`config.mk`:
```
export PLATFORM = sky130hd
export DESIGN_NAME = clk_div_monitor_flat
export DESIGN_NICKNAME = d
export VERILOG_FILES = /design/src/rtl/clk_div_monitor_pkg.sv /design/src/rtl/clk_div_monitor_if.sv /design/src/rtl/clk_div_monitor_sync_edge_det.sv /design/src/rtl/clk_div_monitor.sv /design/src/flat_wrapper.sv
export SDC_FILE = /design/constraint.sdc
export NUM_CORES = 1
export LEC_CHECK = 0
export BUFFER_PORTS_ARGS = -buffer_cell sky130_fd_sc_hd__clkbuf_2
export CORE_MARGIN = 2
export CORE_UTILIZATION = 57
export DETAILED_ROUTE_END_ITERATION = 6
export HOLD_SLACK_MARGIN = 0.06
export PLACE_DENSITY = 0.78
export SLEW_MARGIN = 10
export SYNTH_ARGS = -nofsm -noshare
export SYNTH_HDL_FRONTEND = slang
export SYNTH_SLANG_ARGS = --single-unit
```
`constraint.sdc`:
```
create_clock -name i_clk -period 2.5 [get_ports i_clk]
set_clock_uncertainty 0.1 [all_clocks]
set_input_delay 0 -clock i_clk [delete_from_list [all_inputs] [get_ports i_clk]]
set_output_delay 0 -clock i_clk [all_outputs]
set_load 0.1 [all_outputs]
```
`src/rtl/clk_div_monitor_pkg.sv`:
```
// Shared types and defaults for the divided-clock monitor.
package clk_div_pkg;

    typedef enum logic [1:0] {
        IDLE = 2'd0,
        ACQ  = 2'd1,
        LOCK = 2'd2
    } state_e;

    localparam int DEF_CW       = 8;
    localparam int DEF_LOCK_CNT = 4;

    function automatic int unsigned abs_diff(input int unsigned a, input int unsigned b);
        return (a >= b) ? (a - b) : (b - a);
    endfunction

endpackage

```
`src/rtl/clk_div_monitor_if.sv`:
```
// Measurement bus: the stimulus side drives div_in/clr_err, the monitor reports results.
interface clk_div_monitor_if #(
    parameter int CW = 8
);
    logic          div_in;
    logic          clr_err;
    logic [CW-1:0] period;
    logic [CW-1:0] high_time;
    logic          valid;
    logic          locked;
    logic          err;

    modport master (
        output div_in, clr_err,
        input  period, high_time, valid, locked, err
    );

    modport slave (
        input  div_in, clr_err,
        output period, high_time, valid, locked, err
    );
endinterface

```
`src/rtl/clk_div_monitor_sync_edge_det.sv`:
```
// Two-flop synchronizer plus history flop; exposes the synchronized level and a rise pulse.
module sync_edge_det (
    input  logic i_clk,
    input  logic i_rst,
    input  logic i_din,
    output logic o_level,
    output logic o_rise
);
    logic r_s1;
    logic r_s2;
    logic r_s3;

    always_ff @(posedge i_clk or posedge i_rst) begin
        if (i_rst) begin
            r_s1 <= 1'b0;
            r_s2 <= 1'b0;
            r_s3 <= 1'b0;
        end else begin
            r_s1 <= i_din;
            r_s2 <= r_s1;
            r_s3 <= r_s2;
        end
    end

    assign o_level = r_s2;
    assign o_rise  = r_s2 & ~r_s3;
endmodule

```
`src/rtl/clk_div_monitor.sv`:
```
// Measures period/high time of an asynchronous divided clock and declares lock after
// LOCK_CNT consecutive in-tolerance periods; err is sticky on loss of lock or timeout.
module clk_div_monitor
    import clk_div_pkg::*;
#(
    parameter int CW       = DEF_CW,
    parameter int EXP_DIV  = 3,
    parameter int TOL      = 0,
    parameter int LOCK_CNT = DEF_LOCK_CNT
) (
    input  logic               i_clk,
    input  logic               i_reset,
    clk_div_monitor_if.slave   bus
);
    localparam int            MW       = $clog2(LOCK_CNT + 1);
    localparam logic [CW-1:0] CNT_MAX  = '1;
    localparam logic [MW-1:0] LOCK_TGT = MW'(LOCK_CNT);

    logic          w_level;
    logic          w_rise;
    logic          w_match;
    logic          w_timeout;
    logic          w_meas;
    logic          w_err_set;
    state_e        w_state_nxt;
    logic [MW-1:0] w_match_nxt;

    state_e        r_state;
    logic [CW-1:0] r_cnt;
    logic [CW-1:0] r_hcnt;
    logic [MW-1:0] r_match;
    logic [CW-1:0] r_period;
    logic [CW-1:0] r_high;
    logic          r_valid;
    logic          r_locked;
    logic          r_err;

    sync_edge_det u_sync (
        .i_clk   (i_clk),
        .i_rst   (i_reset),
        .i_din   (bus.div_in),
        .o_level (w_level),
        .o_rise  (w_rise)
    );

    assign w_match   = abs_diff(32'(r_cnt), EXP_DIV) <= TOL;
    assign w_timeout = !w_rise && (r_cnt == CNT_MAX);

    // Counters restart on every rise so a new period counts the edge cycle as its first.
    always_ff @(posedge i_clk or posedge i_reset) begin
        if (i_reset) begin
            r_cnt  <= '0;
            r_hcnt <= '0;
        end else if (w_rise) begin
            r_cnt  <= CW'(1);
            r_hcnt <= CW'(1);
        end else begin
            if (r_cnt != CNT_MAX)
                r_cnt <= r_cnt + 1'b1;
            if (w_level && r_hcnt != CNT_MAX)
                r_hcnt <= r_hcnt + 1'b1;
        end
    end

    always_comb begin
        w_state_nxt = r_state;
        w_match_nxt = r_match;
        w_meas      = 1'b0;
        w_err_set   = 1'b0;
        case (r_state)
            IDLE: begin
                w_match_nxt = '0;
                if (w_rise)
                    w_state_nxt = ACQ;
            end
            ACQ: begin
                if (w_rise) begin
                    w_meas = 1'b1;
                    if (w_match) begin
                        w_match_nxt = r_match + 1'b1;
                        if (MW'(r_match + 1'b1) == LOCK_TGT)
                            w_state_nxt = LOCK;
                    end else begin
                        w_match_nxt = '0;
                    end
                end else if (w_timeout) begin
                    w_state_nxt = IDLE;
                    w_match_nxt = '0;
                    w_err_set   = 1'b1;
                end
            end
            LOCK: begin
                if (w_rise) begin
                    w_meas = 1'b1;
                    if (!w_match) begin
                        w_state_nxt = ACQ;
                        w_match_nxt = '0;
                        w_err_set   = 1'b1;
                    end
                end else if (w_timeout) begin
                    w_state_nxt = IDLE;
                    w_match_nxt = '0;
                    w_err_set   = 1'b1;
                end
            end
            default: begin
                w_state_nxt = IDLE;
                w_match_nxt = '0;
            end
        endcase
    end

    always_ff @(posedge i_clk or posedge i_reset) begin
        if (i_reset) begin
            r_state  <= IDLE;
            r_match  <= '0;
            r_period <= '0;
            r_high   <= '0;
            r_valid  <= 1'b0;
            r_locked <= 1'b0;
            r_err    <= 1'b0;
        end else begin
            r_state  <= w_state_nxt;
            r_match  <= w_match_nxt;
            r_valid  <= w_meas;
            r_locked <= (w_state_nxt == LOCK);
            if (w_meas) begin
                r_period <= r_cnt;
                r_high   <= r_hcnt;
            end
            // A simultaneous clear loses to a new error.
            if (w_err_set)
                r_err <= 1'b1;
            else if (bus.clr_err)
                r_err <= 1'b0;
        end
    end

    assign bus.period    = r_period;
    assign bus.high_time = r_high;
    assign bus.valid     = r_valid;
    assign bus.locked    = r_locked;
    assign bus.err       = r_err;
endmodule
```
`src/flat_wrapper.sv`:
```
// flat-port wrapper written by rule: the top's interface ports become plain ports
module clk_div_monitor_flat import clk_div_pkg::*;
#(
    parameter int CW       = DEF_CW,
    parameter int EXP_DIV  = 3,
    parameter int TOL      = 0,
    parameter int LOCK_CNT = DEF_LOCK_CNT
)
  (i_clk, i_reset, bus_div_in, bus_clr_err, bus_period, bus_high_time, bus_valid, bus_locked, bus_err);
  clk_div_monitor_if #(.CW(CW)) bus_i ();
  input  logic i_clk;
  input  logic i_reset;
  input wire logic [$bits(bus_i.div_in)-1:0] bus_div_in;
  input wire logic [$bits(bus_i.clr_err)-1:0] bus_clr_err;
  output wire logic [$bits(bus_i.period)-1:0] bus_period;
  output wire logic [$bits(bus_i.high_time)-1:0] bus_high_time;
  output wire logic [$bits(bus_i.valid)-1:0] bus_valid;
  output wire logic [$bits(bus_i.locked)-1:0] bus_locked;
  output wire logic [$bits(bus_i.err)-1:0] bus_err;
  assign bus_i.div_in = bus_div_in;
  assign bus_i.clr_err = bus_clr_err;
  assign bus_period = bus_i.period;
  assign bus_high_time = bus_i.high_time;
  assign bus_valid = bus_i.valid;
  assign bus_locked = bus_i.locked;
  assign bus_err = bus_i.err;
  clk_div_monitor #(.CW(CW), .EXP_DIV(EXP_DIV), .TOL(TOL), .LOCK_CNT(LOCK_CNT)) u_core (.i_clk(i_clk), .i_reset(i_reset), .bus(bus_i));
endmodule
```
==> reports/metrics.yaml, run 1 <==
synth:
  ys.flop_type: "dfrtp_1"
  synth_seq_cells: 43
  yosys-top-cells-count: "dfrtp_1, nor2_1, mux2_2, nand2_1"
  synth_edf_count: 0
  async_flop_share: 1.00
  synth_top_area_frac: 0.527
  yosysMostFrequentCell: "dfrtp_1"
  yosys_warnings: 0
  syn-instance-count: 185
  ys_seq_area_frac: 0.527
  synthesis.area_um2: 2040
  synth_area_leaders: "dfrtp_1, mux2_2, ha_1, xnor2_1, nor2_1"
  ys_types: 37
  avgSynthCellArea_um2: 11.0
  synth_nets: 200
  synth_top_area_cell: "dfrtp_1"
floorplanning:
  pin_count: 23
  initial_utilization: 0.602
  die-area_um2: 4070
  fp.coreArea_um2: 3390
  die_h_um: 63.8
  rows: 21
  die_w_um: 63.8
min_path:
  whs_path_depth: 2
  min_path_type: "input port to register"
  holdPathEnd: "u_core.u_sync.r_s1"
  min_from: "bus_div_in"
global_route:
  grt_usage: 0.216
  antenna_found_initial: 0
  gr-total-overflow: 0
  grt_max_degree: 24
  first_global_vias: 1549
  grt_pass1_wl_um: 6760
sta:
  rsz0062_at_grt: "no"
  hold_slack_ns: 0.183
  tightest_slew_ns: 0.782
  finalMaxSlewViolations: 0
  tns_ns: 0
  finalCritPeriodShare: 0.878
  hold_viol: 0
  timing.fmax_mhz: 456
  period_needed_ns: 2.19
  relSlewSlack: 0.478
  setup_violations: 0
critical_path:
  timing.rr.start: "u_core.r_cnt[2]"
  worstSetupEndpointType: "register"
  reg2reg_depth: 7
  start_kind: "register"
  reg2reg_slack_ns: 0.31
  worstPathCellList: "inv_1 > ha_1 > nor2b_1 > xnor2_1 > nand4_1 > a222oi_1 > and2_1"
  crit_start: "u_core.r_cnt[2]"
  worstReg2RegEnd: "u_core.bus.locked"
  cp_num_cells: 7
  worstSetupPathType: "register to register"
  critPathMaxFanout: 6
  crit_buf_inv: 1
  cp.required_ns: 2.72
  slowest_delay_ns: 0.45
  critical_path.top_delay_family: "simple AND/OR/NAND/NOR gates"
  cp_slowest_cell: "dfrtp_1"
  arrival_ns: 2.41
place:
  placed_area_um2: 2230
  port_buffers: 22
  gp_congestion: 0.935
  dpl.hpwl_um: 2740
finish:
  drive_gt1_frac: 0.236
  final_cell_area_um2: 2360
  area_growth_pct: 15.8
  nNetsFinal: 230
  utilization: 0.697
  n_fill_cell: 241
  n_antenna_cell: 0
cts:
  post_cts_resized: 0
  cts_setup_buffers: 0
  clock_latency_ns: 0.37
  cts_tree: "yes"
  htree_levels: 2
  ctsHoldBuffers: 3
  clockBufferDepth: 2
  cts-buffers-inserted: 5
  clk_pin_slew_ns: 0.13
  cts_sinks: 43
  cts-root-buf: "clkbuf_4"
routing:
  vias: 1491
  wire_per_inst_um: 14.2
  dr.pass1.iters: 4
  drc: 0
  drtAntennaViolNets: 0
  drt_iter0_markers: 81
  drt-total-wl_um: 3730
  via_per_inst: 5.69
power_and_ir_drop:
  pwr_density_cell_nw_per_um2: 1020
  vdd_ir_drop_max_uv: 569
  leakagePower_nw: 1.15
job:
  cap_violations: 0
run_status:
  status: "finished clean"
-- metrics by stage --
step	total power, mW	setup WS [ns]	cells
2_1_floorplan	1.69	0.615	185
3_3_place_gp	1.83	0.517	251
3_5_place_dp	1.87	0.358	251
4_1_cts	2.42	0.322	262
5_1_grt	2.53	0.0938	262
6_report	2.41	0.306	262
-- metal layers --
layer / vias to the layer above / routed length [um] / track usage
met5: - / 0 / 0
met4: 0 / 38 / 0.101
li1: 708 / - / -
met1: 730 / 1550 / 0.264
met2: 49 / 1930 / 0.366
met3: 4 / 215 / 0.0423
-- sequential cells by signal, indices dropped and copies added (netlist names) --
register,flops
u_core.u_sync.r_s3,1
u_core.r_hcnt,8
u_core.r_cnt,8
u_core.r_match,3
u_core.bus.period,8
u_core.u_sync.o_level,1
u_core.bus.valid,1
u_core.bus.err,1
u_core.bus.high_time,8
u_core.r_state,2
u_core.bus.locked,1
u_core.u_sync.r_s1,1
-- worst max-delay path by stage --
stage / end / slack, ns
6_report: u_core.bus.locked / 0.31
5_1_grt: u_core.bus.locked / 0.09
4_1_cts: u_core.bus.locked / 0.32
3_5_place_dp: u_core.bus.locked / 0.36
3_3_place_gp: u_core.bus.locked / 0.52
2_1_floorplan: u_core.bus.locked / 0.62
-- cells by family after synthesis --
logic type,synth area share
simple gates,0.165
flops,0.527
compound gates,0.0760
buf+inv,0.0300
mux,0.0871
xor+xnor,0.0472
fa+ha+maj,0.0674
-- where the power goes --
group          total [mW]  internal (mW)  leakage (nW)  switching (mW)
sequential          0.907          0.805         0.570           0.102
clock               0.544          0.311        0.0514           0.233
combinational       0.956          0.234         0.526           0.722
total                2.41           1.35          1.15            1.06
-- area by class of cell --
cell class                 instances  area (um2)  area share
sequential                        43        1080       0.456
multi-input combinational        126         903       0.382
timing repair buffer              29         183      0.0773
clock inverter                     3        67.6      0.0286
tap                               46        57.6      0.0244
clock buffer                       5        37.5      0.0159
inverter                          10        37.5      0.0159
-- placed cells by master, fill, tap and decap left out, types with 2 or more instances in the layout --
cell	instances
nand4_1	5
nor2b_1	2
nand2b_1	3
ha_1	11
dlygate4sd3_1	3
clkbuf_4	5
nor2_1	17
clkbuf_2	22
o21ai_0	4
buf_4	3
bufinv_16	2
and3_1	2
nor3_1	5
xnor2_1	10
inv_1	10
dfrtp_1	43
mux2i_1	2
nand3_1	11
nand2_1	14
a31oi_1	3
mux2_2	14
a21oi_1	5
o22ai_1	2
-- worst reg2reg max path: cells and delay by family (launching register included) --
kind,cells,cell delay (ns)
XOR/XNOR,1,0.33
flip-flops,1,0.45
AO/OA/AOI/OAI,1,0.45
AND/OR/NAND/NOR,3,0.47
adder cells (fa/ha/maj),1,0.21
buffers and inverters,1,0.14
No activity file was read; power rests on OpenSTA's default activity.
==> inputs of run 2 (changes only) <==
--- a/config.mk
+++ b/config.mk
@@ -6,9 +6,9 @@
 export NUM_CORES = 1
 export LEC_CHECK = 0
 export BUFFER_PORTS_ARGS = -buffer_cell sky130_fd_sc_hd__clkbuf_2
-export CORE_MARGIN = 2
 export CORE_UTILIZATION = 57
 export DETAILED_ROUTE_END_ITERATION = 6
+export GPL_TIMING_DRIVEN = 0
 export HOLD_SLACK_MARGIN = 0.06
 export PLACE_DENSITY = 0.78
 export SLEW_MARGIN = 10
==> constraint.sdc (replaced) <==
create_clock -name i_clk -period 2.05 [get_ports i_clk]
set_clock_uncertainty 0.1 [all_clocks]
set_input_delay 0 -clock i_clk [delete_from_list [all_inputs] [get_ports i_clk]]
set_output_delay 0 -clock i_clk [all_outputs]
set_load 0.1 [all_outputs]
==> run 2 against run 1 <==
Against the previous run: the run now ends with setup timing left; utilization is 4.5 points higher; worst setup slack worse by 0.35 ns; via count is 6.6% higher; wire length is 18% higher; sequential power is 21% higher; register-to-register slack worse by 0.35 ns; non-clock buffer count is 15 higher; worst hold slack better by 0.0042 ns; combinational power is 54% higher; die area is 6.2% lower; critical path type unchanged; critical endpoint unchanged.
==> reports/metrics.yaml, run 2 (synthesized netlist as in run 1, its figures left out) <==
run_status:
  status: "complete, but fails checks"
  violations: "setup timing"
sta:
  finalMaxSlewViolations: 0  # unchanged
  finalCritPeriodShare: 1.02  # +0.144
  setup_ws_ns: -0.0441  # -0.350 ns
  rsz0062_at_grt: "yes"
  timing.fmax_mhz: 478  # +4.8%
  period_needed_ns: 2.09  # -0.100 ns
  relSlewSlack: 0.635  # +0.156
  tightest_slew_ns: 0.543  # -0.239 ns
  hold_viol: 0  # unchanged
  setup_violations: 2  # +2
finish:
  final_cell_area_um2: 2510  # +6.5%
  utilization: 0.742  # +0.0450
  area_growth_pct: 23.2
  nNetsFinal: 245  # +6.5%
  n_antenna_cell: 0  # unchanged
  final_cell_mix: "dfrtp_1, clkbuf_2, nor2_1"
  drive_gt1_frac: 0.316  # +0.0799
  final_common_cell: "dfrtp_1"
floorplanning:
  die_w_um: 61.8  # -3.1%
  pin_count: 23  # unchanged
  initial_utilization: 0.602  # unchanged
  rows: 21  # unchanged
  die_h_um: 61.8  # -3.1%
  fp.coreArea_um2: 3390  # unchanged
  die-area_um2: 3820  # -6.2%
routing:
  drc: 0  # unchanged
  drt_iter0_markers: 124  # +53%
  drt-total-wl_um: 4420  # +18%
  via_per_inst: 5.74  # +0.87%
  drtAntennaViolNets: 0  # unchanged
  dr.pass1.iters: 4  # unchanged
  wire_per_inst_um: 15.9  # +12%
  vias: 1590  # +6.6%
cts:
  clock_latency_ns: 0.36  # about the same
  clockBufferDepth: 2  # unchanged
  clk_pin_slew_ns: 0.13  # about the same
  cts-root-buf: "clkbuf_4"
  cts-buffers-inserted: 5  # unchanged
  cts_tree: "yes"
  htree_levels: 2  # unchanged
  cts_sinks: 43  # unchanged
critical_path:
  worstSetupPathType: "register to register"
  slowest_delay_ns: 0.48  # +0.03 ns
  arrival_ns: 2.30  # -0.11 ns
  worstSetupEndpointType: "register"
  start_kind: "register"
  cp.required_ns: 2.26  # -0.46 ns
  worstPathCellList: "inv_2 > ha_4 > nor2b_4 > xnor2_4 > nand4_1 > a222oi_1 > and2_1"
  critPathMaxFanout: 6  # unchanged
  cp_slowest_cell: "a222oi_1"
power_and_ir_drop:
  pwr_density_cell_nw_per_um2: 1240  # +22%
  vdd_ir_drop_max_uv: 941  # +65%
  leakagePower_nw: 1.21  # +5.6%
place:
  placed_area_um2: 2230  # about the same
  gp_congestion: 0.856  # -8.4%
  dpl.hpwl_um: 2740  # -0.10%
  port_buffers: 22  # unchanged
job:
  cap_violations: 0  # unchanged
global_route:
  grt_max_degree: 28  # +17%
  antenna_found_initial: 0  # unchanged
  grt_usage: 0.249  # +0.0331
  first_global_vias: 1531  # -1.2%
  gr-total-overflow: 0  # unchanged
  grt_pass1_wl_um: 6670  # -1.4%
min_path:
  min_path_type: "input port to register"
## run 2: power breakdown
group / internal [mW] / switching [mW] / leakage [nW]
clock: 0.288 / 0.273 / 0.0482
sequential: 0.982 / 0.122 / 0.570
combinational: 0.461 / 1.00 / 0.594
total: 1.73 / 1.40 / 1.21
## run 2: area by class of cell
cell class	count	area (um2)
clock buffers	6	51.3
multi-input cells	126	971
repair buffers	39	264
well taps	46	57.6
fillers	222	875
clock inverters	2	35.0
flip-flops and latches	43	1080
inverters	10	37.5
plain buffers	5	22.5
## run 2: per-layer routing
layer / wire, um / global-route usage / up-vias
li1: - / - / 737
met1: 1770 / 0.284 / 762
met2: 2170 / 0.436 / 69
met3: 268 / 0.0414 / 22
met4: 210 / 0.152 / 0
met5: 0 / 0 / -
## run 2: timing repair
| action | CTS | global route |
|---|---|---|
| endpoints found under the setup margin | 14 | 7 |
| hold endpoints to repair | 45 | 0 |
| gates resized for setup | 5 | 13 |
| buffers inserted | 4 | 8 |
| gates cloned | 0 | 0 |
| hold buffers | 4 | 0 |
| pin swaps | 1 | 7 |
## run 2: worst paths after layout
path	from	endpoint	slack (ns)	depth (start not counted)
worst max-delay path	u_core.r_cnt[2]	u_core.bus.locked	-0.04	7
worst min register to register	u_core.u_sync.r_s1	u_core.u_sync.o_level	0.26	0
worst min-delay path	bus_div_in	u_core.u_sync.r_s1	0.19	2
min in group asynchronous	i_reset	u_core.bus.high_time[5]	0.59	4
worst max register to register	u_core.r_cnt[2]	u_core.bus.locked	-0.04	7
max in group asynchronous	i_reset	u_core.bus.high_time[1]	0.80	5
## run 2: per-stage QoR
stage	setup slack, ns	total power [mW]	cells	hold slack, ns	TNS, ns
6_report	-0.0441	3.13	277	0.187	-0.0554
5_1_grt	-0.157	3.28	277	0.206	-0.274
4_1_cts	-0.0461	2.90	270	0.173	-0.0461
3_5_place_dp	-0.165	2.28	254	-0.115	-0.785
3_3_place_gp	-0.0514	2.22	253	0.0103	-0.0607
2_1_floorplan	0.165	2.06	185	-0.0686	0
## run 2: critical path: cells and delay by family (launching register included)
family                   cells  cell delay [ns]
AO/OA/AOI/OAI                1             0.48
XOR/XNOR                     1             0.23
adder cells (fa/ha/maj)      1             0.18
buffers and inverters        1             0.12
flip-flops                   1             0.46
AND/OR/NAND/NOR              3             0.48
==> inputs of run 3 (changes only) <==
--- a/config.mk
+++ b/config.mk
@@ -6,7 +6,9 @@
 export NUM_CORES = 1
 export LEC_CHECK = 0
 export BUFFER_PORTS_ARGS = -buffer_cell sky130_fd_sc_hd__clkbuf_2
+export CORE_MARGIN = 3
 export CORE_UTILIZATION = 57
+export CTS_BUF_LIST = sky130_fd_sc_hd__clkbuf_8 sky130_fd_sc_hd__clkbuf_16
 export DETAILED_ROUTE_END_ITERATION = 6
 export GPL_TIMING_DRIVEN = 0
 export HOLD_SLACK_MARGIN = 0.06
==> run 3 against run 2 <==
Against the previous run: the run still ends with setup timing left; cell count is 0.72% lower; via count up 0.75%; critical path depth is the same; total power grew 3.8%; worst setup slack worse by 0.16 ns; clock-buffer cell count unchanged; combinational power is essentially flat; utilization rose by 0.30 points; critical path type unchanged; largest power group unchanged.
==> reports/metrics.yaml, run 3 (synthesized netlist as in run 1, its figures left out) <==
critical_path:
  crit_start: "u_core.r_cnt[2]"
  cp.required_ns: 2.19  # -0.07 ns
  timing.rr.start: "u_core.r_cnt[2]"
  worstSetupEndpointType: "register"
  arrival_ns: 2.39  # +0.09 ns
  critPathMaxFanout: 5  # -1
  worstSetupPathType: "register to register"
  start_kind: "register"
finish:
  stdcell_count: 275  # -0.72%
  nNetsFinal: 243  # -0.82%
  final_cell_mix: "dfrtp_1, clkbuf_2, nor2_1"
  area_growth_pct: 23.7
  multi_input_area_um2: 966  # -0.52%
  seqCellArea_um2: 1080  # +0.12%
  final_common_cell: "dfrtp_1"
  n_antenna_cell: 0  # unchanged
  n_fill_cell: 224  # +0.90%
  utilization: 0.745  # +0.00295
  drive_gt1_frac: 0.319  # +0.00276
power_and_ir_drop:
  pwr_density_cell_nw_per_um2: 1290  # +3.4%
  vdd_ir_drop_max_uv: 736  # -22%
  leakagePower_nw: 1.22  # +0.34%
routing:
  via_per_inst: 5.83  # +1.5%
  drt-total-wl_um: 4730  # +7.2%
  wire_per_inst_um: 17.2  # +7.9%
  drtAntennaViolNets: 0  # unchanged
  drc: 0  # unchanged
  vias: 1602  # +0.75%
  dr.pass1.iters: 4  # unchanged
  drt_iter0_markers: 183  # +48%
cts:
  cts-root-buf: "clkbuf_8"
  clockBufferDepth: 2  # unchanged
  clock_latency_ns: 0.30  # -0.06 ns
  clk_pin_slew_ns: 0.08  # -0.05 ns
  cts_sinks: 43  # unchanged
  cts_tree: "yes"
  htree_levels: 2  # unchanged
  cts-buffers-inserted: 5  # unchanged
run_status:
  status: "complete, but fails checks"
  violations: "setup timing"
sta:
  timing.fmax_mhz: 444  # -7.1%
  tightest_slew_ns: 0.561  # +0.0179 ns
  finalCritPeriodShare: 1.10  # +0.0776
  setup_violations: 2  # unchanged
  hold_viol: 0  # unchanged
  rsz0062_at_grt: "yes"
  setup_ws_ns: -0.203  # -0.159 ns
  hold_slack_ns: 0.0913  # -0.0957 ns
  relSlewSlack: 0.628  # -0.00697
  period_needed_ns: 2.25  # +0.159 ns
  finalMaxSlewViolations: 0  # unchanged
global_route:
  grt_pass1_wl_um: 7350  # +10%
  first_global_vias: 1610  # +5.2%
  gr-total-overflow: 0  # unchanged
  antenna_found_initial: 0  # unchanged
  grt_usage: 0.229  # -0.0195
  grt_max_degree: 28  # unchanged
floorplanning:
  die_h_um: 65.8  # +6.5%
  initial_utilization: 0.602  # unchanged
  pin_count: 23  # unchanged
  die-area_um2: 4330  # +13%
  rows: 21  # unchanged
  fp.coreArea_um2: 3390  # unchanged
  die_w_um: 65.8  # +6.5%
place:
  port_buffers: 22  # unchanged
  dp_cells: 254  # unchanged
  dpl.hpwl_um: 2900  # +5.9%
  gp_congestion: 0.886  # +3.5%
min_path:
  min_path_type: "input port to asynchronous set/reset pin"
job:
  cap_violations: 0  # unchanged
==> run 3: final timing paths <==
path	end	slack, ns	depth (start not counted)
worst max-delay path	u_core.bus.locked	-0.20	7
worst min-delay path	u_core.r_hcnt[5]	0.09	3
worst max register to register	u_core.bus.locked	-0.20	7
worst min register to register	u_core.u_sync.o_level	0.26	0
max in group asynchronous	u_core.r_cnt[3]	1.29	4
min in group i_clk	u_core.u_sync.r_s1	0.24	2
==> run 3: power by group <==
part | internal, mW | switching [mW]
Clock | 0.401 | 0.299
Sequential | 0.985 | 0.128
Combinational | 0.433 | 1.00
==> run 3: what timing repair did <==
item	in CTS	in global routing
pin swaps	1	4
gates resized for setup	6	12
hold buffers	3	0
setup buffers	6	5
hold endpoints to repair	45	0
endpoints found under the setup margin	14	9
==> run 3: stage by stage <==
step / setup slack (ns) / instance area (um2) / power [mW] / TNS [ns]
6_report: -0.203 / 2520 / 3.25 / -0.364
2_1_floorplan: 0.165 / 2040 / 2.06 / 0
3_3_place_gp: -0.0592 / 2210 / 2.22 / -0.0781
4_1_cts: -0.0259 / 2440 / 3.06 / -0.0259
3_5_place_dp: -0.191 / 2230 / 2.28 / -0.682
5_1_grt: -0.385 / 2520 / 3.39 / -0.724
==> run 3: cell type report <==
| type | count | share of cell area |
|---|---|---|
| Clock buffer | 6 | 0.0327 |
| Tap cell | 46 | 0.0228 |
| Timing Repair Buffer | 37 | 0.0961 |
| Clock inverter | 2 | 0.0154 |
| Buffer | 5 | 0.00892 |
| Inverter | 10 | 0.0149 |
| Sequential cell | 43 | 0.427 |
| Multi-Input combinational cell | 126 | 0.383 |
==> run 3: layer usage <==
layer  wire length, um  vias up  global-route usage
li1                  -      737                   -
met1              1810      794               0.260
met2              2580       59               0.407
met3               221       12              0.0442
met4               124        0               0.114
met5                 0        -                   0
==> run 3: worst max-delay path: stages, from the launching register on <==
cell and delay [ns]:
dfrtp_1 0.43, inv_2 0.12, ha_2 0.20, nor2b_4 0.21
xnor2_4 0.17, nand4_1 0.19, a222oi_1 0.58, and2_1 0.20
